[src/rtl/dvi_pkg.sv]
// Shared constants and helpers for the DVI TMDS encoder: control tokens,
// clock-channel pattern and symbol width.
package dvi_pkg;

  localparam int SYM_W    = 10;
  localparam int PIPE_LAT = 2;

  localparam logic [SYM_W-1:0] CTRL_TOK_00 = 10'b1101010100;
  localparam logic [SYM_W-1:0] CTRL_TOK_01 = 10'b0010101011;
  localparam logic [SYM_W-1:0] CTRL_TOK_10 = 10'b0101010100;
  localparam logic [SYM_W-1:0] CTRL_TOK_11 = 10'b1010101011;
  localparam logic [SYM_W-1:0] CLK_PATTERN = 10'b0000011111;

  function automatic logic [3:0] popcount8(input logic [7:0] v);
    logic [3:0] n;
    n = 4'd0;
    for (int i = 0; i < 8; i++) begin
      n = n + {3'b000, v[i]};
    end
    return n;
  endfunction

  function automatic logic [SYM_W-1:0] ctrl_token(input logic [1:0] c);
    logic [SYM_W-1:0] t;
    case (c)
      2'b00:   t = CTRL_TOK_00;
      2'b01:   t = CTRL_TOK_01;
      2'b10:   t = CTRL_TOK_10;
      2'b11:   t = CTRL_TOK_11;
      default: t = CTRL_TOK_00;
    endcase
    return t;
  endfunction

endpackage

[src/rtl/tmds_encoder_dvi.sv]
// Single TMDS channel: stage 1 transition minimisation, stage 2 DC balancing
// with a per-channel running disparity, or control token during blanking.
module tmds_encoder_dvi
  import dvi_pkg::*;
(
  input  logic             clk_pix,
  input  logic             rst_n,
  input  logic             de,
  input  logic [7:0]       data_in,
  input  logic [1:0]       ctrl_in,
  output logic [SYM_W-1:0] tmds_out
);

  logic [8:0]        qm_d, qm_q;
  logic              de_q;
  logic [1:0]        ctrl_q;
  logic [SYM_W-1:0]  sym_d, sym_q;
  logic signed [5:0] cnt_d, cnt_q;

  logic [3:0]        n1d, n1q, n0q;
  logic              use_xnor;
  logic signed [5:0] diff;
  logic              q8;

  // Stage 1: choose XOR or XNOR chain to minimise transitions
  always_comb begin
    n1d      = popcount8(data_in);
    use_xnor = (n1d > 4'd4) || ((n1d == 4'd4) && (data_in[0] == 1'b0));
    qm_d     = 9'd0;
    qm_d[0]  = data_in[0];
    for (int i = 1; i < 8; i++) begin
      if (use_xnor) begin
        qm_d[i] = ~(qm_d[i-1] ^ data_in[i]);
      end else begin
        qm_d[i] = qm_d[i-1] ^ data_in[i];
      end
    end
    qm_d[8] = ~use_xnor;
  end

  // Stage 2: DC balancing; diff is ones minus zeros of q_m[7:0]
  always_comb begin
    q8    = qm_q[8];
    n1q   = popcount8(qm_q[7:0]);
    n0q   = 4'd8 - n1q;
    diff  = $signed({2'b00, n1q}) - $signed({2'b00, n0q});
    sym_d = ctrl_token(ctrl_q);
    cnt_d = 6'sd0;
    if (!de_q) begin
      sym_d = ctrl_token(ctrl_q);
      cnt_d = 6'sd0;
    end else if ((cnt_q == 6'sd0) || (n1q == n0q)) begin
      sym_d = {~q8, q8, (q8 ? qm_q[7:0] : ~qm_q[7:0])};
      cnt_d = q8 ? (cnt_q + diff) : (cnt_q - diff);
    end else if (((cnt_q > 6'sd0) && (n1q > n0q)) || ((cnt_q < 6'sd0) && (n0q > n1q))) begin
      sym_d = {1'b1, q8, ~qm_q[7:0]};
      cnt_d = cnt_q + $signed({4'b0000, q8, 1'b0}) - diff;
    end else begin
      sym_d = {1'b0, q8, qm_q[7:0]};
      cnt_d = cnt_q + diff - $signed({4'b0000, ~q8, 1'b0});
    end
  end

  // Pipeline registers for both stages
  always_ff @(posedge clk_pix or negedge rst_n) begin
    if (!rst_n) begin
      qm_q   <= 9'd0;
      de_q   <= 1'b0;
      ctrl_q <= 2'b00;
      sym_q  <= CTRL_TOK_00;
      cnt_q  <= 6'sd0;
    end else begin
      qm_q   <= qm_d;
      de_q   <= de;
      ctrl_q <= ctrl_in;
      sym_q  <= sym_d;
      cnt_q  <= cnt_d;
    end
  end

  assign tmds_out = sym_q;

endmodule

[src/rtl/dvi_tmds_encode_3ch.sv]
// Three-channel DVI TMDS encoder plus the fixed clock-channel symbol,
// two-cycle latency in the pixel clock domain.
module dvi_tmds_encode_3ch #(
  parameter logic [9:0] CLK_PATTERN = dvi_pkg::CLK_PATTERN
) (
  input  logic       clk_pix,
  input  logic       rst_n,
  input  logic       de,
  input  logic [7:0] data_in_ch0,
  input  logic [7:0] data_in_ch1,
  input  logic [7:0] data_in_ch2,
  input  logic [1:0] ctrl_in_ch0,
  input  logic [1:0] ctrl_in_ch1,
  input  logic [1:0] ctrl_in_ch2,
  output logic [9:0] tmds_ch0,
  output logic [9:0] tmds_ch1,
  output logic [9:0] tmds_ch2,
  output logic [9:0] tmds_clk
);

  logic [9:0] tmds_clk_d, tmds_clk_q;

  tmds_encoder_dvi u_enc_ch0 (
    .clk_pix (clk_pix), .rst_n (rst_n), .de (de),
    .data_in (data_in_ch0), .ctrl_in (ctrl_in_ch0), .tmds_out (tmds_ch0)
  );

  tmds_encoder_dvi u_enc_ch1 (
    .clk_pix (clk_pix), .rst_n (rst_n), .de (de),
    .data_in (data_in_ch1), .ctrl_in (ctrl_in_ch1), .tmds_out (tmds_ch1)
  );

  tmds_encoder_dvi u_enc_ch2 (
    .clk_pix (clk_pix), .rst_n (rst_n), .de (de),
    .data_in (data_in_ch2), .ctrl_in (ctrl_in_ch2), .tmds_out (tmds_ch2)
  );

  // Clock channel repeats the same symbol every pixel
  always_comb begin
    tmds_clk_d = CLK_PATTERN;
  end

  // Clock-channel output register
  always_ff @(posedge clk_pix or negedge rst_n) begin
    if (!rst_n) begin
      tmds_clk_q <= CLK_PATTERN;
    end else begin
      tmds_clk_q <= tmds_clk_d;
    end
  end

  assign tmds_clk = tmds_clk_q;

endmodule

[config.mk]
export PLATFORM = sky130hd
export DESIGN_NAME = dvi_tmds_encode_3ch
export DESIGN_NICKNAME = d
export VERILOG_FILES = /design/src/rtl/dvi_pkg.sv /design/src/rtl/tmds_encoder_dvi.sv /design/src/rtl/dvi_tmds_encode_3ch.sv
export SDC_FILE = /design/constraint.sdc
export NUM_CORES = 1
export LEC_CHECK = 0
export CAP_MARGIN = 20
export CELL_PAD_IN_SITES_DETAIL_PLACEMENT = 1
export CELL_PAD_IN_SITES_GLOBAL_PLACEMENT = 2
export CORE_UTILIZATION = 40
export DETAILED_ROUTE_END_ITERATION = 8
export HOLD_SLACK_MARGIN = 0.02
export PLACE_DENSITY_LB_ADDON = 0.1
export SETUP_SLACK_MARGIN = 0.3
export SLEW_MARGIN = 20
export SYNTH_ARGS = -nofsm -noshare
export SYNTH_HDL_FRONTEND = slang
export SYNTH_SLANG_ARGS = --single-unit
[constraint.sdc]
create_clock -name clk_pix -period 10.6 [get_ports clk_pix]
set_input_delay 2.12 -clock clk_pix [delete_from_list [all_inputs] [get_ports clk_pix]]
set_output_delay 2.12 -clock clk_pix [all_outputs]
set_load 0.02 [all_outputs]
# Yosys cells after proc, flatten, opt, wreduce, memory -nomap -nowiden

Cells that the tools add are included.

Bitwise logic cells: 54
Muxes and demuxes: 48
Reduce and logical (&&, ||, !) cells: 24
Equality and inequality tests: 15
$mul: 0
Magnitude comparators: 15
Add/sub/neg operators: 63
Divide/modulo/power cells: 0
Shifts and indexed selects: 0

Operators with widths:

| cell                                                | count |
|---|---|
| adder 4 x 1 -> 4 bit                                | 36 |
| one-hot mux 10 bit (4 select lines)                 | 3 |
| 2-to-1 mux 10 bit                                   | 9 |
| 2-to-1 mux 6 bit                                    | 12 |
| subtractor 6 bit                                    | 6 |
| inverter 1 bit                                      | 30 |
| > comparator 4 bit                                  | 6 |
| 2-to-1 mux 8 bit                                    | 3 |
| inverter 8 bit                                      | 3 |
| 2-to-1 mux 1 bit                                    | 21 |
| bitwise XOR 1 bit                                   | 21 |
| adder 6 x 3 -> 6 bit                                | 3 |
| adder 6 bit                                         | 3 |
| > comparator 6 x 1 -> 1 bit, second input constant  | 3 |
| logical NOT 6 bit                                   | 3 |
| < comparator 6 x 1 -> 1 bit, second input constant  | 3 |
| subtractor 6 x 3 -> 6 bit                           | 3 |
| subtractor 4 x 4 -> 5 bit                           | 3 |
| adder 1 x 1 -> 2 bit                                | 6 |
| equality test 2 bit, second input constant          | 6 |
| equality test 4 x 3 -> 1 bit, second input constant | 3 |
| equality test 4 bit                                 | 3 |
| > comparator 4 x 3 -> 1 bit, second input constant  | 3 |
| subtractor 4 bit, first input constant              | 3 |
| other kinds (4)                                     | 24 |

Bits in writable memories: 0
Bits in latches: 0
Memory bits (read-only): 0
Flip-flop bits (word level): 82
Memories: 0
Output and inout bits: 40
Logic and storage cells: 232
Input bits: 33

# Logic depth before layout (Yosys ltp)

Depth in word-level cells: 29
Gate-level depth with buffers: 21
Mapped depth without buffers: 21

# Hierarchy

A second synthesis with hierarchy kept.

Cells, all modules: 723
Area, all modules: 7206.9 um^2

By module, submodules not included:

| module                        | cells each | times used | area an instance (um^2) | seq. area each (um^2) |
|---|---|---|---|---|
| tmds_encoder_dvi at u_enc_ch0 | 242        | 1          | 2392.3                  | 706.9 |
| tmds_encoder_dvi at u_enc_ch1 | 235        | 1          | 2389.8                  | 706.9 |
| tmds_encoder_dvi at u_enc_ch2 | 234        | 1          | 2342.2                  | 706.9 |
| dvi_tmds_encode_3ch           | 12         | 1          | 82.6                    | 0.0 |

# Least setup slack after synthesis

No wires, ideal clock.

Path kind: register to register
Start point: reg u_enc_ch1.qm_q[0]
End point: reg u_enc_ch1.cnt_q[5]
Clock period less this slack: 5.367 ns
Path buffers: 0
Setup time: 0.079 ns
Arrival: 5.287 ns
Stages on the path, launching flop included: 21
Setup slack: 5.233 ns
Data required time: 10.521 ns
Cells stage by stage: dfrtp_1 -> ha_1 -> inv_1 -> fa_1 -> fa_1 -> fa_1 -> fa_1 -> xor2_2 -> inv_1 -> ha_1 -> or3b_1 -> o21ai_0 -> a41oi_1 -> ha_1 -> inv_1 -> ha_1 -> a21o_1 -> a21oi_1 -> xnor2_1 -> a221oi_2 -> mux2i_1

Cells in the longest elaborated chain, start to end: 14
Elaborated cells between the ends (all ways): 24
Those cells by class: 13 x add/sub; 2 x order compare; 1 x eq/ne; 4 x mux; 4 x reduce/logical

RTL lines:

| item                                                            | line                                                                   | source |
|---|---|---|
| start, declared                                                 | tmds_encoder_dvi.sv:14                                                 | `logic [8:0] qm_d, qm_q;` |
| start signal, assigned                                          | tmds_encoder_dvi.sv:73                                                 | `qm_q <= qm_d;` |
| adder 1 x 1 -> 2 bit *                                          | dvi_pkg.sv:18                                                          | `n = n + {3'b000, v[i]};` |
| adder 4 x 1 -> 4 bit * (6 in a row)                             | dvi_pkg.sv:18                                                          |  |
| subtractor 4 bit                                                | tmds_encoder_dvi.sv:45                                                 | `n0q = 4'd8 - n1q;` |
| subtractor 4 x 4 -> 5 bit or > comparator 4 bit (tied branches) | tmds_encoder_dvi.sv:46, tmds_encoder_dvi.sv:55                         |  |
| adder 6 bit or logical AND 1 bit (tied branches)                | tmds_encoder_dvi.sv:54, tmds_encoder_dvi.sv:60, tmds_encoder_dvi.sv:55 |  |
| subtractor 6 x 3 -> 6 bit or logical OR 1 bit (tied branches)   | tmds_encoder_dvi.sv:60, tmds_encoder_dvi.sv:55                         |  |
| 2-to-1 mux 6 bit                                                | tmds_encoder_dvi.sv:55                                                 | `end else if (((cnt_q > 6'sd0) && (n1q > n0q)) \|\| ((cnt_q < 6'sd0) && (n0q > n1q))) begin` |
| 2-to-1 mux 6 bit *                                              | tmds_encoder_dvi.sv:52                                                 | `end else if ((cnt_q == 6'sd0) \|\| (n1q == n0q)) begin` |
| 2-to-1 mux 6 bit *                                              | tmds_encoder_dvi.sv:49                                                 | `if (!de_q) begin` |
| named net u_enc_ch1.cnt_d[5]                                    | tmds_encoder_dvi.sv:18                                                 | `logic signed [5:0] cnt_d, cnt_q;` |
| end signal, assigned                                            | tmds_encoder_dvi.sv:77                                                 | `cnt_q <= cnt_d;` |
| end, declared                                                   | tmds_encoder_dvi.sv:18                                                 |  |

Mark *: on every way through the listed nets, which the timed path passes. The rest lies on a longest branch.

# Final worst setup path

Start point: reg u_enc_ch2.qm_q[0]
End point: reg u_enc_ch2.cnt_q[5]

Cells in the longest elaborated chain, start to end: 14
Elaborated cells between the ends (all ways): 24
Those cells by class: 13 x add/sub; 2 x order compare; 1 x eq/ne; 4 x mux; 4 x reduce/logical

RTL lines:

| item                                                            | line |
|---|---|
| start, declared                                                 | tmds_encoder_dvi.sv:14 |
| start signal, assigned                                          | tmds_encoder_dvi.sv:73 |
| adder 1 x 1 -> 2 bit *                                          | dvi_pkg.sv:18 |
| adder 4 x 1 -> 4 bit * (6 in a row)                             | dvi_pkg.sv:18 |
| subtractor 4 bit                                                | tmds_encoder_dvi.sv:45 |
| subtractor 4 x 4 -> 5 bit or > comparator 4 bit (tied branches) | tmds_encoder_dvi.sv:46, tmds_encoder_dvi.sv:55 |
| adder 6 bit or logical AND 1 bit (tied branches)                | tmds_encoder_dvi.sv:54, tmds_encoder_dvi.sv:60, tmds_encoder_dvi.sv:55 |
| subtractor 6 x 3 -> 6 bit or logical OR 1 bit (tied branches)   | tmds_encoder_dvi.sv:60, tmds_encoder_dvi.sv:55 |
| 2-to-1 mux 6 bit                                                | tmds_encoder_dvi.sv:55 |
| 2-to-1 mux 6 bit *                                              | tmds_encoder_dvi.sv:52 |
| 2-to-1 mux 6 bit *                                              | tmds_encoder_dvi.sv:49 |
| named net u_enc_ch2.cnt_d[5]                                    | tmds_encoder_dvi.sv:18 |
| end signal, assigned                                            | tmds_encoder_dvi.sv:77 |
| end, declared                                                   | tmds_encoder_dvi.sv:18 |

Marked as above.

==> flow_summary.toml <==
[sta]
drv_slew = 0
fin_crit_sh = 0.557
layout_setup_ws_ns = 4.70
rsz0062_at_grt = "false"
finalHoldViolations = 0
tns_ns = 0
timing.slew.headroom = 0.433
fmaxAchievable_mhz = 169
final-setup-viol-count = 0
worst_pin_slew_ns = 0.848
clock_skew_ns = 0.0120
period_needed_ns = 5.90

[floorplan]
die-height_um = 133
initial_utilization = 0.414
die_w_um = 133
ios = 73
die_area_um2 = 17800
num_rows = 47
core_area_um2 = 16700

[cts]
cts_root_buffer = "clkbuf_16"
postCtsResizedCells = 0
cts.clk_slew.worst_paths_ns = 0.06
cts_tree = "yes"
clock-sinks = 82
cts_hold_buf = 0
cts_buffers = 9
clockBufferDepth = 2
post_cts_buffers = 0
h-tree-depth = 3
clock_latency_ns = 0.35

[detailed_routing]
antenna_left = 0
postRouteWirelength_um = 15900
avgViaCountPerCell = 4.94
dr.first_iter.drc_count = 174
vias = 4814
dr.pass1.iters = 4
drc = 0
wl_per_cell_um = 16.4

[critical_path]
crit_chain = "ha_1, inv_1, fa_1, fa_1, fa_1, fa_1, nand2_1, ha_1, and2_1, o21ai_1, and3_1, ha_1, xor2_1, nand3b_1, mux2_2, xor2_1, mux2i_1, o21ai_1, mux2_1"
slowest_delay_ns = 0.67
crit_path_frequent_cell = "fa_1"
r2r_cells = 19
critPathSlowestCell = "fa_1"
cp.arrival_ns = 6.13
start_kind = "register"
end_kind = "register"
worst-setup-path-type = "register to register"
worst_ep_required_time_ns = 10.83
cp_max_fo = 7

[grt]
grt_overflow_total = 0
grt_pass1_wl_um = 26700
first_global_vias = 5342
grt_max_degree = 83
antenna_found_initial = 0
track_usage = 0.193

[logic_synthesis]
synth.largest_area_cell = "dfrtp_1"
synth_top_cell_area_share = 0.243
syn_inst = 689
synth.most_common_cell = "inv_1"
yosys.cell_types.count = 54
synth-edff-count = 0
synth_area_um2 = 6910
avgSynthCellArea_um2 = 10.0
async_flop_share = 1.00
synth_common_cells = "inv_1 (107), ha_1 (78), xnor2_1 (75), dfrtp_1 (67), nor2_1 (40)"
synth.area.top_cells = "dfrtp_1 (24%), ha_1 (14%), fa_1 (11%)"
ys_ff_latch = 82
seq_area_frac_synth = 0.300
yosys_warnings = 0
synthFlopType = "dfrtp_1"

[hold_path]
hp-class = "register to register"
whs_path_depth = 1

[finish]
layout.cells.non_filler = 974
fillCellCount = 1890
drive_above_1_share = 0.0729
nets = 899
area_delta_synth_final_pct = 15.4
antennaDiodeCount = 0

[place]
post-place-ws_ns = 4.41
dp_cells = 958
portBuffers = 62
gp_congestion = 0.830
hpwl_um = 12600

[job]
drv_cap = 0

[run_status]
status = "completed"
-- per-layer routing --
metal	track usage	share of wire
met3	0.0259	0.021
met4	0.0556	0.012
met2	0.335	0.49
met1	0.250	0.48
met5	0	0
-- area by class of cell --
cell class                 count  area (um^2)  area share
clock buffer                  11          233      0.0292
clock inverter                 5         32.5     0.00408
inverter                     113          424      0.0532
multi-input combinational    480         4310       0.540
sequential                    82         2070       0.260
tap                          220          275      0.0345
timing repair buffer          63          629      0.0790
-- placed cells by master (no fill, tap or decap), drive strengths merged, types with 4 or more instances in the layout --
master           n
o21bai           4
dfrtp           67
nor3            18
mux2i           19
nor2b            5
ha              78
xnor2           76
nor2            43
xor2            20
clkdlybuf4s50   61
fa              39
a211oi          12
nor3b            5
nand3            5
a21oi           34
and2             5
inv            113
nand2           17
o21ai           18
clkbuf          11
or2              4
mux2             4
dfstp           15
a21o            33
conb            10
nand2b           5
-- through the flow --
stage	instance area (um^2)	hold slack, ns	util
floorplan	6940	0.445	-
global route	7970	0.515	0.477
detailed placement	7700	0.479	0.461
CTS	7970	0.495	0.477
finish	7970	0.486	0.477
global placement	7700	0.468	0.461
-- critical path, delay by kind of cell, from the launching register on --
kind | cells | cell delay [ns]
simple gates | 4 | 0.69
flops | 1 | 0.41
buf+inv | 1 | 0.05
xor+xnor | 2 | 0.51
mux | 3 | 0.74
fa+ha+maj | 7 | 2.99
compound gates | 2 | 0.40
-- cells by family after synthesis --
logic type / Yosys count / share of synthesized area
compound gates: 113 / 0.110
xor+xnor: 96 / 0.125
fa+ha+maj: 117 / 0.254
buf+inv: 135 / 0.0810
flops: 82 / 0.300
mux: 23 / 0.0341
other cells: 2 / 0.00109
simple gates: 121 / 0.0949
-- path summary, 6_finish.rpt --
path | start | endpoint | slack [ns]
max in group asynchronous | rst_n | u_enc_ch0.ctrl_q[1] | 8.22
max | u_enc_ch2.qm_q[0] | u_enc_ch2.cnt_q[5] | 4.70
min reg2reg | u_enc_ch1.cnt_q[0] | u_enc_ch1.cnt_q[0] | 0.49
min | u_enc_ch1.cnt_q[0] | u_enc_ch1.cnt_q[0] | 0.49
max reg2reg | u_enc_ch2.qm_q[0] | u_enc_ch2.cnt_q[5] | 4.70
min in group asynchronous | rst_n | u_enc_ch0.cnt_q[3] | 1.80
-- registers in the layout, summed over array words and instances, names as in the netlist, 6 cells and up --
register and count:
u_enc_ch0.cnt_q 6, u_enc_ch0.qm_q 9, u_enc_ch0.tmds_out 10, u_enc_ch1.cnt_q 6
u_enc_ch1.qm_q 9, u_enc_ch1.tmds_out 10, u_enc_ch2.cnt_q 6, u_enc_ch2.qm_q 9
u_enc_ch2.tmds_out 10
Power is not shown: default switching activity piles up to over one toggle a cycle in this logic, so the estimate is an artifact.
